`config.mk`:
```
export PLATFORM = sky130hd
export DESIGN_NAME = seg7_scan_driver_flat
export DESIGN_NICKNAME = d
export VERILOG_FILES = /design/src/rtl/seg7_scan_driver_if.sv /design/src/rtl/seg7_scan_driver.sv /design/src/flat_wrapper.sv
export SDC_FILE = /design/constraint.sdc
export NUM_CORES = 1
export LEC_CHECK = 0
export ABC_CLOCK_PERIOD_IN_PS = 3000
export BUFFER_PORTS_ARGS = -buffer_cell sky130_fd_sc_hd__buf_2
export CORE_MARGIN = 8
export CORE_UTILIZATION = 35
export DETAILED_ROUTE_END_ITERATION = 10
export PLACE_DENSITY_LB_ADDON = 0.05
export SLEW_MARGIN = 20
export SYNTH_ARGS = -nofsm -noshare
export SYNTH_HDL_FRONTEND = slang
export SYNTH_SLANG_ARGS = --single-unit
```
`constraint.sdc`:
```
create_clock -name i_clock -period 3 [get_ports i_clock]
set_input_delay 0.15 -clock i_clock [delete_from_list [all_inputs] [get_ports i_clock]]
set_output_delay 0.15 -clock i_clock [all_outputs]
set_load 0.03 [all_outputs]
```
`src/rtl/seg7_scan_driver_if.sv`:
```
// Processor-side bundle for the multiplexed 7-segment driver.
// The host (master) drives the value and control lines; the driver (slave) returns status and pin levels.
interface seg7_scan_driver_if #(
    parameter int NUM_DIGITS = 4,
    parameter int BIN_WIDTH  = 14
);
    localparam int IDX_W = (NUM_DIGITS > 1) ? $clog2(NUM_DIGITS) : 1;

    logic                  load;
    logic                  hex_mode;
    logic [BIN_WIDTH-1:0]  value;
    logic [NUM_DIGITS-1:0] dp;
    logic                  enable;
    logic                  busy;
    logic                  overflow;
    logic [IDX_W-1:0]      digit_idx;
    logic [7:0]            seg_n;
    logic [NUM_DIGITS-1:0] an_n;

    modport master (
        output load, hex_mode, value, dp, enable,
        input  busy, overflow, digit_idx, seg_n, an_n
    );

    modport slave (
        input  load, hex_mode, value, dp, enable,
        output busy, overflow, digit_idx, seg_n, an_n
    );
endinterface

```
`src/rtl/seg7_scan_driver.sv`:
```
// Multiplexed multi-digit 7-segment driver: hex or decimal (sequential double-dabble) rendering,
// leading-zero blanking, and a prescaled scan driving active-low segment and anode pins.
module seg7_scan_driver #(
    parameter int NUM_DIGITS  = 4,
    parameter int BIN_WIDTH   = 14,
    parameter int REFRESH_DIV = 50000,
    parameter bit BLANK_LZ    = 1'b1
) (
    input  logic                 i_clock,
    input  logic                 i_reset,
    seg7_scan_driver_if.slave    io_bus
);
    localparam int IDX_W = (NUM_DIGITS > 1) ? $clog2(NUM_DIGITS) : 1;
    localparam int PRE_W = $clog2(REFRESH_DIV);
    localparam int CNT_W = $clog2(BIN_WIDTH + 1);
    localparam int DIG_W = 4 * NUM_DIGITS;
    localparam int BCD_W = DIG_W + 4;
    localparam int EXT_W = (BIN_WIDTH > DIG_W) ? BIN_WIDTH : DIG_W;

    function automatic logic [6:0] hex_glyph(input logic [3:0] nib);
        logic [6:0] g;
        case (nib)
            4'h0:    g = 7'b1111110;
            4'h1:    g = 7'b0110000;
            4'h2:    g = 7'b1101101;
            4'h3:    g = 7'b1111001;
            4'h4:    g = 7'b0110011;
            4'h5:    g = 7'b1011011;
            4'h6:    g = 7'b1011111;
            4'h7:    g = 7'b1110000;
            4'h8:    g = 7'b1111111;
            4'h9:    g = 7'b1110011;
            4'hA:    g = 7'b1110111;
            4'hB:    g = 7'b0011111;
            4'hC:    g = 7'b1001110;
            4'hD:    g = 7'b0111101;
            4'hE:    g = 7'b1001111;
            default: g = 7'b1000111;
        endcase
        return g;
    endfunction

    logic [BIN_WIDTH-1:0]       r_val;
    logic                       r_hex_pend;
    logic                       r_busy;
    logic [CNT_W-1:0]           r_cnt;
    logic [BCD_W-1:0]           r_bcd;
    logic                       r_lost;
    logic [NUM_DIGITS-1:0]      r_dp_cap;
    logic [NUM_DIGITS-1:0][3:0] r_digits;
    logic                       r_ovf;
    logic [NUM_DIGITS-1:0]      r_dp_disp;
    logic [PRE_W-1:0]           r_presc;
    logic [IDX_W-1:0]           r_idx;
    logic [7:0]                 r_seg;
    logic [NUM_DIGITS-1:0]      r_an;

    logic [BCD_W-1:0]           w_bcd_adj;
    logic [BCD_W-1:0]           w_bcd_next;
    logic [EXT_W-1:0]           w_ext;
    logic                       w_hex_ovf;
    logic [NUM_DIGITS-1:0]      w_lz;
    logic                       w_step;
    logic [IDX_W-1:0]           w_idx_next;
    logic [6:0]                 w_glyph;

    // One double-dabble step; a 1 leaving the carry nibble is remembered so huge values still overflow
    always_comb begin
        w_bcd_adj = r_bcd;
        for (int i = 0; i < NUM_DIGITS + 1; i++) begin
            if (r_bcd[4*i +: 4] >= 4'd5) begin
                w_bcd_adj[4*i +: 4] = r_bcd[4*i +: 4] + 4'd3;
            end else begin
                w_bcd_adj[4*i +: 4] = r_bcd[4*i +: 4];
            end
        end
        w_bcd_next = {w_bcd_adj[BCD_W-2:0], r_val[BIN_WIDTH-1]};
        w_ext      = EXT_W'(r_val);
        w_hex_ovf  = ((w_ext >> DIG_W) != '0);
    end

    // w_lz[i] marks that digit i and every digit above it are zero
    always_comb begin
        w_lz = '0;
        w_lz[NUM_DIGITS-1] = (r_digits[NUM_DIGITS-1] == 4'd0);
        for (int i = NUM_DIGITS - 2; i >= 0; i--) begin
            w_lz[i] = w_lz[i+1] && (r_digits[i] == 4'd0);
        end
    end

    // Next scan position and the glyph that digit will show
    always_comb begin
        w_step = (r_presc == PRE_W'(REFRESH_DIV - 1));
        if (!w_step) begin
            w_idx_next = r_idx;
        end else if (r_idx == IDX_W'(NUM_DIGITS - 1)) begin
            w_idx_next = '0;
        end else begin
            w_idx_next = r_idx + IDX_W'(1);
        end
        if (r_ovf) begin
            w_glyph = 7'b0000001;
        end else if (BLANK_LZ && (w_idx_next != '0) && w_lz[w_idx_next]) begin
            w_glyph = 7'b0000000;
        end else begin
            w_glyph = hex_glyph(r_digits[w_idx_next]);
        end
    end

    // Load capture, decimal conversion and display-register update
    always_ff @(posedge i_clock or posedge i_reset) begin
        if (i_reset) begin
            r_val      <= '0;
            r_hex_pend <= 1'b0;
            r_busy     <= 1'b0;
            r_cnt      <= '0;
            r_bcd      <= '0;
            r_lost     <= 1'b0;
            r_dp_cap   <= '0;
            r_digits   <= '0;
            r_ovf      <= 1'b0;
            r_dp_disp  <= '0;
        end else begin
            if (r_hex_pend) begin
                r_digits   <= w_ext[DIG_W-1:0];
                r_ovf      <= w_hex_ovf;
                r_dp_disp  <= r_dp_cap;
                r_hex_pend <= 1'b0;
            end
            if (r_busy) begin
                r_bcd  <= w_bcd_next;
                r_val  <= r_val << 1;
                r_lost <= r_lost | w_bcd_adj[BCD_W-1];
                r_cnt  <= r_cnt + CNT_W'(1);
                if (r_cnt == CNT_W'(BIN_WIDTH - 1)) begin
                    r_busy    <= 1'b0;
                    r_digits  <= w_bcd_next[DIG_W-1:0];
                    r_ovf     <= (w_bcd_next[BCD_W-1 -: 4] != 4'd0) || r_lost || w_bcd_adj[BCD_W-1];
                    r_dp_disp <= r_dp_cap;
                end
            end else if (io_bus.load) begin
                r_val      <= io_bus.value;
                r_dp_cap   <= io_bus.dp;
                r_hex_pend <= io_bus.hex_mode;
                r_busy     <= ~io_bus.hex_mode;
                r_cnt      <= '0;
                r_bcd      <= '0;
                r_lost     <= 1'b0;
            end
        end
    end

    // Refresh prescaler, digit scan and registered pin drive
    always_ff @(posedge i_clock or posedge i_reset) begin
        if (i_reset) begin
            r_presc <= '0;
            r_idx   <= '0;
            r_seg   <= 8'hFF;
            r_an    <= '1;
        end else if (!io_bus.enable) begin
            r_presc <= '0;
            r_idx   <= '0;
            r_seg   <= 8'hFF;
            r_an    <= '1;
        end else begin
            r_presc <= w_step ? '0 : (r_presc + PRE_W'(1));
            r_idx   <= w_idx_next;
            r_seg   <= ~{w_glyph, r_dp_disp[w_idx_next]};
            r_an    <= ~(NUM_DIGITS'(1) << w_idx_next);
        end
    end

    assign io_bus.busy      = r_busy;
    assign io_bus.overflow  = r_ovf;
    assign io_bus.digit_idx = r_idx;
    assign io_bus.seg_n     = r_seg;
    assign io_bus.an_n      = r_an;
endmodule

```
`src/flat_wrapper.sv`:
```
// flat-port wrapper written by rule: the top's interface ports become plain ports
module seg7_scan_driver_flat 
#(
    parameter int NUM_DIGITS  = 4,
    parameter int BIN_WIDTH   = 14,
    parameter int REFRESH_DIV = 50000,
    parameter bit BLANK_LZ    = 1'b1
)
  (i_clock, i_reset, io_bus_load, io_bus_hex_mode, io_bus_value, io_bus_dp, io_bus_enable, io_bus_busy, io_bus_overflow, io_bus_digit_idx, io_bus_seg_n, io_bus_an_n);
  seg7_scan_driver_if #(.NUM_DIGITS(NUM_DIGITS), .BIN_WIDTH(BIN_WIDTH)) io_bus_i ();
  input  logic i_clock;
  input  logic i_reset;
  input wire logic [$bits(io_bus_i.load)-1:0] io_bus_load;
  input wire logic [$bits(io_bus_i.hex_mode)-1:0] io_bus_hex_mode;
  input wire logic [$bits(io_bus_i.value)-1:0] io_bus_value;
  input wire logic [$bits(io_bus_i.dp)-1:0] io_bus_dp;
  input wire logic [$bits(io_bus_i.enable)-1:0] io_bus_enable;
  output wire logic [$bits(io_bus_i.busy)-1:0] io_bus_busy;
  output wire logic [$bits(io_bus_i.overflow)-1:0] io_bus_overflow;
  output wire logic [$bits(io_bus_i.digit_idx)-1:0] io_bus_digit_idx;
  output wire logic [$bits(io_bus_i.seg_n)-1:0] io_bus_seg_n;
  output wire logic [$bits(io_bus_i.an_n)-1:0] io_bus_an_n;
  assign io_bus_i.load = io_bus_load;
  assign io_bus_i.hex_mode = io_bus_hex_mode;
  assign io_bus_i.value = io_bus_value;
  assign io_bus_i.dp = io_bus_dp;
  assign io_bus_i.enable = io_bus_enable;
  assign io_bus_busy = io_bus_i.busy;
  assign io_bus_overflow = io_bus_i.overflow;
  assign io_bus_digit_idx = io_bus_i.digit_idx;
  assign io_bus_seg_n = io_bus_i.seg_n;
  assign io_bus_an_n = io_bus_i.an_n;
  seg7_scan_driver #(.NUM_DIGITS(NUM_DIGITS), .BIN_WIDTH(BIN_WIDTH), .REFRESH_DIV(REFRESH_DIV), .BLANK_LZ(BLANK_LZ)) u_core (.i_clock(i_clock), .i_reset(i_reset), .io_bus(io_bus_i));
endmodule
```
# After elaboration in Yosys (flattened, before gate mapping)
# Memory sizes are Yosys's and may differ from the RTL's.
# Index checks and enable logic that the tools add are counted.
# Widths: inputs -> output; s select.
[totals]
output_inout_bits = 16
regBits = 96
romBits = 112
memories = 1
[memory_table]
columns = ["name", "depth", "word_bits", "rd", "rd_clocked_by_memory_dff", "write_ports", "line", "text"]
rows = [
  ["(no name shown)", 16, 7, 1, 0, 0, "seg7_scan_driver.sv:22", "case (nib)"],
]
[classes]
bitwise = 5
mux = 42
addsub = 8
order_cmp = 6
n_shift = 1
eq_ne = 3
n_reduce_logical = 14
[op_table]
columns = ["operator", "count"]
rows = [
  ["$mux 16", 5],
  ["$mux 4", 12],
  ["$mux 20", 2],
  ["$mux 14", 2],
  ["$add 4x2->4 const B", 5],
  ["$ge 4x3->1 const B", 5],
  ["$add 16x1->16 const B", 1],
  ["$eq 16x16->1 const B", 1],
  ["$logic_not 4->1", 4],
  ["$mux 7", 2],
  ["$mux 1", 12],
  ["$bmux 4 s2", 1],
  ["$mux 8", 1],
  ["$not 8->8", 1],
  ["$mux 2", 3],
  ["$add 4x1->4 const B", 1],
  ["$bmux 1 s2", 2],
  ["$eq 4x4->1 const B", 1],
  ["$logic_and 1x1->1", 4],
  ["$not 4->4", 1],
  ["$reduce_bool 2->1", 2],
  ["$reduce_bool 4->1", 1],
  ["$shl 1x2->4 const A", 1],
  ["$lt 2x3->1 const B", 1],
  ["other kinds (6)", 8],
]

# Depth between registers and ports, before layout
# Gate-level depths: netlist (run 1).
[depth]
depth_word = 11
ltp_mapped = 12
ltp_nobuf = 11

# Worst setup path before layout (run 1)
# Ideal clock, no wire load.
[synth_path]
path_type = "register -> register"
start = "register u_core.r_presc[7]"
end = "register u_core.r_seg[1], in the netlist u_core.io_bus.seg_n[1]"
path_slack_ns = -0.151
arrival_ns = 3.068
stages_incl_launch_ff = 13
setup_ns = 0.084
t_required_ns = 2.916
path_buffers = 2
cell_sequence = "dfrtp_1 > or4b_1 > clkbuf_1 > or4_1 > clkbuf_1 > nand2_2 > mux2i_1 > mux2_2 > inv_1 > ha_1 > nor2_1 > a211oi_1 > a311o_1"
[synth_via]
elab_chain_cells = 9
word_cells_on_any_way = 13
cone_classes = "eq/ne (1); mux (8); bitwise (1); reduce/logical (2); memory (1)"
[synth_rtl]
columns = ["element", "line", "text"]
rows = [
  ["start: declaration", "seg7_scan_driver.sv:53", "logic [PRE_W-1:0] r_presc;"],
  ["start signal: assignment", "seg7_scan_driver.sv:166", "r_presc <= w_step ? '0 : (r_presc + PRE_W'(1));"],
  ["$eq 16x16->1 *", "seg7_scan_driver.sv:93", "w_step = (r_presc == PRE_W'(REFRESH_DIV - 1));"],
  ["$mux 2 *", "seg7_scan_driver.sv:94", "if (!w_step) begin"],
  ["$bmux 4 s2 or $bmux 1 s2 (tied branches)", "seg7_scan_driver.sv:106, seg7_scan_driver.sv:103", ""],
  ["$mux 4 (not written as such) or $mux 1 (tied branches)", "seg7_scan_driver.sv:106, seg7_scan_driver.sv:103", ""],
  ["$mem_v2 16x7 or $logic_and 1x1->1 (tied branches)", "--", ""],
  ["$mux 7 *", "seg7_scan_driver.sv:103", "end else if (BLANK_LZ && (w_idx_next != '0) && w_lz[w_idx_next]) begin"],
  ["$mux 7 *", "seg7_scan_driver.sv:101", "if (r_ovf) begin"],
  ["$not 8->8 *", "seg7_scan_driver.sv:168", "r_seg <= ~{w_glyph, r_dp_disp[w_idx_next]};"],
  ["$mux 8 *", "seg7_scan_driver.sv:160", "end else if (!io_bus.enable) begin"],
  ["end signal: assignment", "seg7_scan_driver.sv:168", ""],
  ["end: declaration", "seg7_scan_driver.sv:55", "logic [7:0] r_seg;"],
]
# Mark *: on every way between the ends. The rest lies on a longest branch, timed or not. The select of a mux whose other input is x is not followed.
# A chain may end at the register's enable or synchronous reset.

# Final worst setup path (run 1)
[layout_path]
start = "register u_core.r_presc[13]"
end = "register u_core.r_seg[4], in the netlist u_core.io_bus.seg_n[4]"
# The elaborated chain is that of the path after synthesis.

==> summary.txt, run 1 <==
Status
  • Status: completed

Timing
  • RSZ-0062 raised after global routing: yes
  • Final setup viols: 0
  • Tmin final: 2950 ps
  • Max transition margin: 51.6%
  • Setup Skew: 11.4 ps
  • Worst Tran Pin Value: 726 ps
  • Fin crit share: 98.2%
  • Setup TNS: 0 ps
  • Final Hold Fails: 0
  • Fmax: 0.339 GHz
  • Fin. max-slew vios: 0

Finish
  • Multi-input gate area: 2540 um2
  • Final core utilization: 42.6%
  • Area growth from synthesis to layout: 21.1%
  • Fill count: 1,443
  • Nets: 618
  • Design area: 6090 um2
  • FF+latch area: 2420 um2
  • Share of post-route cells with drive strength above 1: 24.8%
  • ANT cells: 0

Global routing
  • GR Util met1: 17.7%
  • Routing usage on met2: 22.3%
  • Gr ovfl total: 0
  • Met3 Use GR: 3.36%
  • Largest net degree at the start of global routing: 57
  • Total GRT Usage: 13.8%
  • Top Usage Layer GRT: met2
  • Initial antenna violation count: 0
  • Vias in the first global route: 3,967
  • First-pass GRT wire length: 20,100 um

Worst setup path
  • Critical path type: register to register
  • Data required, critical path: 3270 ps
  • Critical path capture point type: register
  • Largest fanout on the critical path: 6
  • Startpoint Class: register
  • Crit path DAT: 3220 ps

Yosys
  • Post-synth EDFFs: 0
  • Post-synth top area share: 41.8%
  • Synth top area cells: dfrtp_1, mux2i_1, dfstp_2
  • Syn Nets: 546
  • Async S/R FF share, synth: 100%
  • Fraction of the yosys area taken by sequential cells: 48.1%
  • Yosys cell types: 57
  • Syn avg cell area: 10.0 um2
  • Yosys Warn Count: 0
  • Leading area contributor after synthesis: dfrtp_1
  • Post-Syn Area: 5030 um2
  • Synth Register Bits: 96
  • Most used DFF post-synth: dfrtp_1
  • Cell count after synthesis: 503

Power
  • Leakage: 2.71 nW
  • Power density cells: 876 nW/um2
  • Max VDD drop: 385 uV

Floorplan
  • Chip Height: 136 um
  • I/O pin cnt: 39
  • FP Rows: 44
  • Die ar.: 18,500 um2
  • Area of the core: 14,300 um2
  • Die span in x: 136 um
  • Starting Density: 35.1%

Place
  • Port bufs: 38
  • Placer Congestion: 0.813
  • DP Area: 5660 um2
  • Hpwl dp: 8710 um

Drt
  • DRC marker count from the first detailed-route iteration: 157
  • First-pass detailed-route iteration total: 4
  • Via/cell ratio: 5.10
  • DRC violations left: 0
  • Wire length per cell: 15.9 um
  • Total Routed Length: 12,100 um
  • Via count: 3,899
  • Post-DRT Antenna Nets: 0

Flow run
  • Max-cap violations: 0

Clock tree
  • TritonCTS Buffers: 9
  • Clk_lat worst skew: 360 ps
  • Max Buffers Root-to-Sink: 2
  • Htree depth: 3
  • Clock Pin Slew Worst Setup and Hold Paths: 70 ps
  • CTS Root Cell: clkbuf_16
  • Clock Sinks: 96
  • CTS tree: built

Min path
  • Hold/Removal Path Class: primary input to register
routing by layer:
layer,up-vias,part of all wire [%]
li1,1919,-
met1,1928,47
met2,41,48
met3,11,3.3
met4,0,1.4
met5,-,0
cells in the final DEF, fill, tap and decap left out, types with 3 or more instances in the layout:
| cell type | count |
|---|---|
| a211oi_1 | 5 |
| a21boi_0 | 4 |
| a21oi_1 | 20 |
| and3_1 | 9 |
| buf_2 | 38 |
| buf_4 | 40 |
| buf_6 | 4 |
| clkbuf_16 | 9 |
| dfrtp_1 | 84 |
| dfstp_2 | 12 |
| ha_1 | 16 |
| ha_2 | 3 |
| inv_1 | 18 |
| mux2_2 | 8 |
| mux2i_1 | 34 |
| nand2_1 | 63 |
| nand2b_1 | 6 |
| nand3_1 | 13 |
| nand4_1 | 4 |
| nor2_1 | 37 |
| nor2b_1 | 4 |
| nor3_1 | 4 |
| nor3b_1 | 4 |
| nor4_1 | 4 |
| o21ai_0 | 38 |
| o221ai_1 | 3 |
| o22ai_1 | 7 |
| o31ai_1 | 9 |
| or3_1 | 5 |
| xnor2_1 | 13 |
| xor2_1 | 10 |
logic make-up after synthesis:
kind of cell               count (synthesis)  share of synthesized area [%]
DFF                                       96                           48.1
muxes                                     48                           10.0
AOI/OAI and AO/OA                        104                           13.4
and+or+nand+nor                          168                           15.9
buffers and inverters                     44                           3.61
adders and majority gates                 20                           4.98
xor gates and xnor gates                  23                           4.00
cells in the mapped netlist (3+ instances only):
cell and number:
nor3b_1 4, o21ai_0 38, nand3_1 13, o22ai_1 7
a21oi_1 20, nand2b_1 6, dfrtp_1 84, and3_1 10
nand4_1 4, or3_1 5, o221ai_1 3, a211oi_1 5
ha_1 20, buf_1 6, nor2_1 38, o31ai_1 9
nor3_1 4, inv_1 21, mux2_2 9, dfstp_2 12
xnor2_1 13, xor2_1 10, nor4_1 4, clkbuf_1 13
nor2b_1 4, mux2i_1 37, a21boi_0 4, o41ai_1 3
nand2_1 63
path summary, 6_finish.rpt:
path,from,end,slack [ps],cells after the start
worst min-delay path,io_bus_dp[0],u_core.r_dp_cap[0]$_DFFE_PP0P_,20,2
worst min register to register,u_core.r_presc[0]$_DFF_PP0_,u_core.r_presc[0]$_DFF_PP0_,460,1
worst max register to register,u_core.r_presc[13]$_DFF_PP0_,u_core.io_bus.seg_n[4]$_DFF_PP1_,50,8
worst max-delay path,u_core.r_presc[13]$_DFF_PP0_,u_core.io_bus.seg_n[4]$_DFF_PP1_,50,8
max in group asynchronous,i_reset,u_core.io_bus.an_n[2]$_DFF_PP1_,1720,4
min in group asynchronous,i_reset,u_core.r_dp_cap[1]$_DFFE_PP0P_,460,3
state kept, by name (all words and copies together) (netlist names), 2 cells and up:
name and count:
u_core.io_bus.seg_n 8, u_core.r_dp_disp 4, u_core.io_bus.digit_idx 2, u_core.r_bcd 20
u_core.r_dp_cap 4, u_core.r_presc 16, u_core.r_digits 16, u_core.r_cnt 4
u_core.r_val 14, u_core.io_bus.an_n 4
critical path: stages, from the launching register on:
cell and delay (ps):
dfrtp_1 380, or4b_4 590, or4_4 570, o21a_4 260, mux2_4 330, ha_4 300, mux2_4 300, nor2_2 80
o31ai_1 60
area by class of cell:
cell class | instances | area share, %
clock buffers | 11 | 3.82
well taps | 184 | 3.78
multi-input cells | 363 | 41.7
clock inverters | 5 | 0.555
inverters | 21 | 1.34
flip-flops and latches | 96 | 39.7
repair buffers | 84 | 9.12
report_power, final:
part	total, W	internal (W)	switching [W]
Clock	0.00107	0.000562	0.000512
Combinational	0.00209	0.000954	0.00114
Sequential	0.00217	0.00177	0.000397
through the flow:
stage	total power, W	worst slack [ps]	hold WS, ps	instances
final	0.00534	52.6	24.3	764
after global routing	0.00576	-9.18	18.3	764
after detailed placement	0.00424	-80.2	333	738
after CTS	0.00535	8.89	9.94	756
after global placement	0.00420	-6.48	326	738
after floorplan	0.00365	-77.3	189	503
repair_timing:
item                                    4_1_cts  5_1_grt
endpoints found under the setup margin        7        7
pin swaps                                     0       13
hold buffers                                  2        0
endpoints found under the hold margin        53        0
resized for setup                             3       18
buffers inserted                              0        9
No activity file was read; power rests on OpenSTA's default activity.
==> run 2: changes to the inputs <==
- MAX_ROUTING_LAYER: default -> met4
==> run 2 against run 1 <==
Clock power about the same. Sequential share of layout area did not move. Sequential cell count unchanged. Combinational power is essentially flat. Fmax about the same. Critical path type unchanged.
==> summary.txt, run 2 (synthesized netlist as in run 1, its figures left out) <==
Finish
  • Commonest non-fill, non-tap cell in the layout: dfrtp_1
  • Nets: 618
  • Design area: 6090 um2
  • Most frequent cells in the layout: dfrtp_1, nand2_1, buf_4
  • Max FFs per register: 20
  • Fill count: 1,443
  • ANT cells: 0
  • Share of post-route cells with drive strength above 1: 24.8%
  • FF+latch area: 2420 um2
  • Final core utilization: 42.6%
  • Regs by FF count: u_core.r_bcd (20), u_core.r_digits (16), u_core.r_presc (16)
  • Multi-input gate area: 2540 um2
  • Top reg by flops: u_core.r_bcd
  • Area growth from synthesis to layout: 21.1%

Power
  • Power density cells: 876 nW/um2
  • Clock power frac: 20.1%
  • Max VDD drop: 385 uV
  • Power after layout: 0.00534 W
  • Pint: 0.00328 W
  • Logic pwr share: 39.3%
  • Reg power frac: 40.6%
  • Sw frac: 38.4%
  • Sw Pwr: 0.00205 W
  • Leakage: 2.71 nW

Worst setup path
  • Critical path capture point type: register
  • Crit-path most repeated cell: mux2_4
  • Crit path buf inv count: 0
  • Worst R2R Setup Slack: 50 ps
  • Largest fanout on the critical path: 6
  • Critical path type: register to register
  • Largest delay share family, worst path: simple AND/OR/NAND/NOR gates
  • CP cell instances: or4b_4 > or4_4 > o21a_4 > mux2_4 > ha_4 > mux2_4 > nor2_2 > o31ai_1
  • Crit path max-delay cell type: or4b_4
  • RR Startpoint: u_core.r_presc[13]$_DFF_PP0_
  • Data required, critical path: 3270 ps
  • Crit path DAT: 3220 ps
  • Reg2reg end: u_core.io_bus.seg_n[4]$_DFF_PP1_
  • Startpoint Class: register
  • FF-to-FF path depth: 8
  • Levels on crit path: 8
  • Max incr delay on CP: 590 ps

Floorplan
  • Die ar.: 18,500 um2
  • Starting Density: 35.1%
  • FP Rows: 44
  • I/O pin cnt: 39
  • Chip Height: 136 um
  • Area of the core: 14,300 um2
  • Die span in x: 136 um

Clock tree
  • CTS tree: built
  • Htree depth: 3
  • Max Buffers Root-to-Sink: 2
  • Clock Pin Slew Worst Setup and Hold Paths: 70 ps
  • Clock Sinks: 96
  • TritonCTS Buffers: 9
  • Clk_lat worst skew: 360 ps
  • CTS Root Cell: clkbuf_16

Timing
  • Fmax: 0.339 GHz
  • Setup TNS: 0 ps
  • Tmin final: 2950 ps
  • Fin. max-slew vios: 0
  • Final Hold Fails: 0
  • Worst Tran Pin Value: 724 ps
  • Final setup viols: 0
  • RSZ-0062 raised after global routing: yes
  • Max transition margin: 51.7%
  • Fin crit share: 98.2%
  • Setup Skew: 13.9 ps

Drt
  • Total Routed Length: 12,100 um
  • First-pass detailed-route iteration total: 5
  • Via/cell ratio: 5.12
  • Via count: 3,908
  • Wire length per cell: 15.9 um
  • Post-DRT Antenna Nets: 0
  • DRC violations left: 0
  • DRC marker count from the first detailed-route iteration: 150

Global routing
  • Gr ovfl total: 0
  • Vias in the first global route: 3,966
  • First-pass GRT wire length: 20,100 um
  • Largest net degree at the start of global routing: 57
  • Initial antenna violation count: 0
  • Total GRT Usage: 14.3%

Place
  • Hpwl dp: 8710 um
  • DP Area: 5660 um2
  • Placer Congestion: 0.824
  • Port bufs: 38

Min path
  • Worst Hold Path Cells: 2
  • Hold/Removal Path Class: primary input to register
  • Hold worst-path end: u_core.r_dp_cap[1]$_DFFE_PP0P_
  • Hold path startpoint: io_bus_dp[1]

Status
  • Status: completed

Flow run
  • Max-cap violations: 0
-- run 2: cell counts in the layout (fill, tap and decap cells not counted) --
No cell type changed its count.
-- run 2: worst max-delay path by stage --
stage / to / startpoint / slack (ps)
6_report: u_core.io_bus.seg_n[4]$_DFF_PP1_ / u_core.r_presc[13]$_DFF_PP0_ / 50
3_3_place_gp: u_core.io_bus.seg_n[7]$_DFF_PP1_ / u_core.r_presc[7]$_DFF_PP0_ / -6
2_1_floorplan: u_core.io_bus.seg_n[4]$_DFF_PP1_ / u_core.r_presc[4]$_DFF_PP0_ / -80
5_1_grt: u_core.io_bus.seg_n[7]$_DFF_PP1_ / u_core.r_presc[13]$_DFF_PP0_ / -9
4_1_cts: u_core.io_bus.seg_n[7]$_DFF_PP1_ / u_core.r_presc[5]$_DFF_PP0_ / 9
3_5_place_dp: u_core.io_bus.seg_n[3]$_DFF_PP1_ / u_core.r_presc[7]$_DFF_PP0_ / -80
-- run 2: final cells by class --
| cell class | instances | share of cell area [%] |
|---|---|---|
| Clock inverter | 5 | 0.555 |
| Timing Repair Buffer | 84 | 9.12 |
| Clock buffer | 11 | 3.82 |
| Tap cell | 184 | 3.78 |
| Multi-Input combinational cell | 363 | 41.7 |
| Sequential cell | 96 | 39.7 |
| Inverter | 21 | 1.34 |
-- run 2: timing repair --
action                                  in CTS  in global routing
buffers inserted                             0                  9
pin swaps                                    0                 13
endpoints found under the setup margin       7                  7
hold endpoints to repair                    53                  0
hold buffers                                 2                  0
resized for setup                            3                 18
-- run 2: layer usage --
| layer | vias up | wire, um | GRT usage, % |
|---|---|---|---|
| met5 | - | 0 | - |
| met4 | 0 | 96 | 5.00 |
| met3 | 5 | 334 | 3.18 |
| met2 | 45 | 5900 | 22.3 |
| met1 | 1937 | 5820 | 17.9 |
| li1 | 1921 | - | - |
-- run 2: worst reg2reg max path, stage by stage, from the launching register on --
cell     delay (ps)
dfrtp_1         380
or4b_4          590
or4_4           570
o21a_4          260
mux2_4          330
ha_4            300
mux2_4          300
nor2_2           80
o31ai_1          60
-- run 2: power groups by stage --
stage	Combinational, W	Sequential (W)	Clock (W)
after detailed placement	0.00205	0.00219	0
after global placement	0.00202	0.00218	0
after floorplan	0.00150	0.00215	0
after CTS	0.00206	0.00217	0.00112
final	0.00210	0.00217	0.00107
after global routing	0.00236	0.00223	0.00116
-- run 2: through the flow --
stage / cells / hold WS [ps] / setup slack, ps
4_1_cts: 756 / 9.94 / 8.89
6_report: 764 / 25.6 / 54.0
3_3_place_gp: 738 / 326 / -6.48
3_5_place_dp: 738 / 333 / -80.2
2_1_floorplan: 503 / 189 / -77.3
5_1_grt: 764 / 18.3 / -9.18
==> run 3: changes to the inputs <==
- CORE_ASPECT_RATIO: default -> 1.25
- CORE_UTILIZATION: 35 -> 40
==> run 3 against run 2 <==
Via count down 1.7%. Count of clock-buffer cells in the layout down 2. Register-to-register slack worse by 20 ps. Fmax down 0.51%. Clock skew down 8.1 ps. Routed wire length down 4.8%. Worst hold slack better by 6.7 ps. Critical path type unchanged. Cell area down 0.58%. Sequential power about the same. Critical endpoint unchanged. Highest routed layer unchanged. Largest power group unchanged. First-iteration DRC count up 13%.
==> summary.txt, run 3 (synthesized netlist as in run 1, its figures left out) <==
Place
  • DP Worst Slack: -189 ps
  • Hpwl dp: 8280 um
  • Port bufs: 38
  • DP Area: 5610 um2
  • Placer Congestion: 0.829

Finish
  • Regs by FF count: u_core.r_bcd (20), u_core.r_digits (16), u_core.r_presc (16)
  • Top reg by flops: u_core.r_bcd
  • Max FFs per register: 20
  • Design area: 6060 um2
  • Area growth from synthesis to layout: 20.4%
  • Commonest non-fill, non-tap cell in the layout: dfrtp_1
  • Nets: 609
  • Share of post-route cells with drive strength above 1: 23.3%
  • Fill count: 1,218
  • ANT cells: 0
  • Most frequent cells in the layout: dfrtp_1, nand2_1, o21ai_0, buf_2, nor2_1

Worst setup path
  • Crit path DAT: 3210 ps
  • Largest fanout on the critical path: 6
  • Startpoint Class: register
  • Critical path capture point type: register
  • Critical path type: register to register
  • Data required, critical path: 3250 ps
  • Worst R2R Setup Slack: 40 ps

Clock tree
  • Clk_lat worst skew: 340 ps
  • Htree depth: 3
  • CTS Root Cell: clkbuf_16
  • Clock Sinks: 96
  • Max Buffers Root-to-Sink: 2
  • CTS tree: built
  • Clock Pin Slew Worst Setup and Hold Paths: 70 ps
  • TritonCTS Buffers: 9

Floorplan
  • FP Rows: 46
  • Die span in x: 116 um
  • Chip Height: 141 um
  • Die ar.: 16,400 um2
  • Area of the core: 12,500 um2
  • Starting Density: 40.3%
  • I/O pin cnt: 39

Global routing
  • Gr ovfl total: 0
  • Largest net degree at the start of global routing: 97
  • Vias in the first global route: 3,835
  • Initial antenna violation count: 0
  • Total GRT Usage: 15.2%
  • First-pass GRT wire length: 19,100 um

Power
  • Leakage: 2.71 nW
  • Power density cells: 902 nW/um2
  • Power after layout: 0.00546 W
  • Max VDD drop: 396 uV

Timing
  • Final Hold Fails: 0
  • Worst Tran Pin Value: 643 ps
  • Tmin final: 2960 ps
  • Final setup viols: 0
  • Fin. max-slew vios: 0
  • Fmax: 0.338 GHz
  • Final worst setup slack: 38.8 ps
  • RSZ-0062 raised after global routing: yes
  • Fin crit share: 98.7%
  • Max transition margin: 57.0%
  • Setup Skew: 5.88 ps

Drt
  • Via count: 3,843
  • DRC marker count from the first detailed-route iteration: 170
  • DRC violations left: 0
  • First-pass detailed-route iteration total: 4
  • Wire length per cell: 15.7 um
  • Total Routed Length: 11,600 um
  • Via/cell ratio: 5.20
  • Post-DRT Antenna Nets: 0

Status
  • Status: completed

Flow run
  • Max-cap violations: 0

Min path
  • Hold/Removal Path Class: primary input to register
[run 3: cell count changes in the layout (fill, tap and decap cells not counted), moves of 2 or more]
cell / change
ha_1: +2
clkinvlp_4: -2
ha_2: -2
buf_4: -9
inv_6: +2
bufinv_16: +2
clkbuf_1: -2
[run 3: final timing paths]
path                                         startpoint                                to  depth (start not counted)
max                        u_core.r_presc[13]$_DFF_PP0_  u_core.io_bus.seg_n[4]$_DFF_PP1_                          8
min                                       io_bus_enable  u_core.io_bus.seg_n[0]$_DFF_PP1_                          2
max reg2reg                u_core.r_presc[13]$_DFF_PP0_  u_core.io_bus.seg_n[4]$_DFF_PP1_                          8
min reg2reg                 u_core.r_presc[0]$_DFF_PP0_       u_core.r_presc[0]$_DFF_PP0_                          1
max in group asynchronous                       i_reset  u_core.io_bus.seg_n[1]$_DFF_PP1_                          4
min in group asynchronous                       i_reset    u_core.r_dp_cap[3]$_DFFE_PP0P_                          4
[run 3: what timing repair did]
item | CTS | global route
endpoints found under the setup margin | 7 | 7
buffers inserted | 0 | 5
hold endpoints to repair | 85 | 0
resized for setup | 6 | 11
hold buffers | 2 | 0
pin swaps | 0 | 9
[run 3: final cells by class]
type	instances	area, um2	area share [%]
multi-input cells	363	2530	41.8
flip-flops and latches	96	2420	39.9
repair buffers	75	497	8.20
clock buffers	9	225	3.72
well taps	168	210	3.47
clock inverters	7	92.6	1.53
inverters	21	81.3	1.34
[run 3: metal layers]
metal  up-vias  part of all wire (%)  global-route usage [%]
li1       1904                     -                       -
met1      1882                    46                    18.6
met2        46                    50                    24.6
met3        11                   2.6                    2.34
met4         0                   1.3                    5.68
met5         -                     0                       -
[run 3: worst max-delay path: stages (launching register included)]
cell and delay (ps):
dfrtp_1 380, or4b_4 590, or4_4 570, o21a_4 270
mux2_4 330, ha_4 290, mux2_4 170, nor2_4 30
o31ai_1 250
[run 3: power by group]
part | leakage [nW] | switching [W] | internal [W]
Sequential | 1.21 | 0.000404 | 0.00177
Clock | 0.160 | 0.000510 | 0.000733
Combinational | 1.34 | 0.00112 | 0.000926
[run 3: per-stage QoR]
step | utilization [%] | hold slack, ps | setup TNS (ps) | instances
after CTS | 47.9 | 24.4 | 0 | 734
after global routing | 48.5 | 29.6 | -114 | 739
after global placement | 44.9 | 319 | -168 | 716
final | 48.5 | 32.4 | 0 | 739
after detailed placement | 44.9 | 321 | -949 | 716
after floorplan | - | 189 | -151 | 503
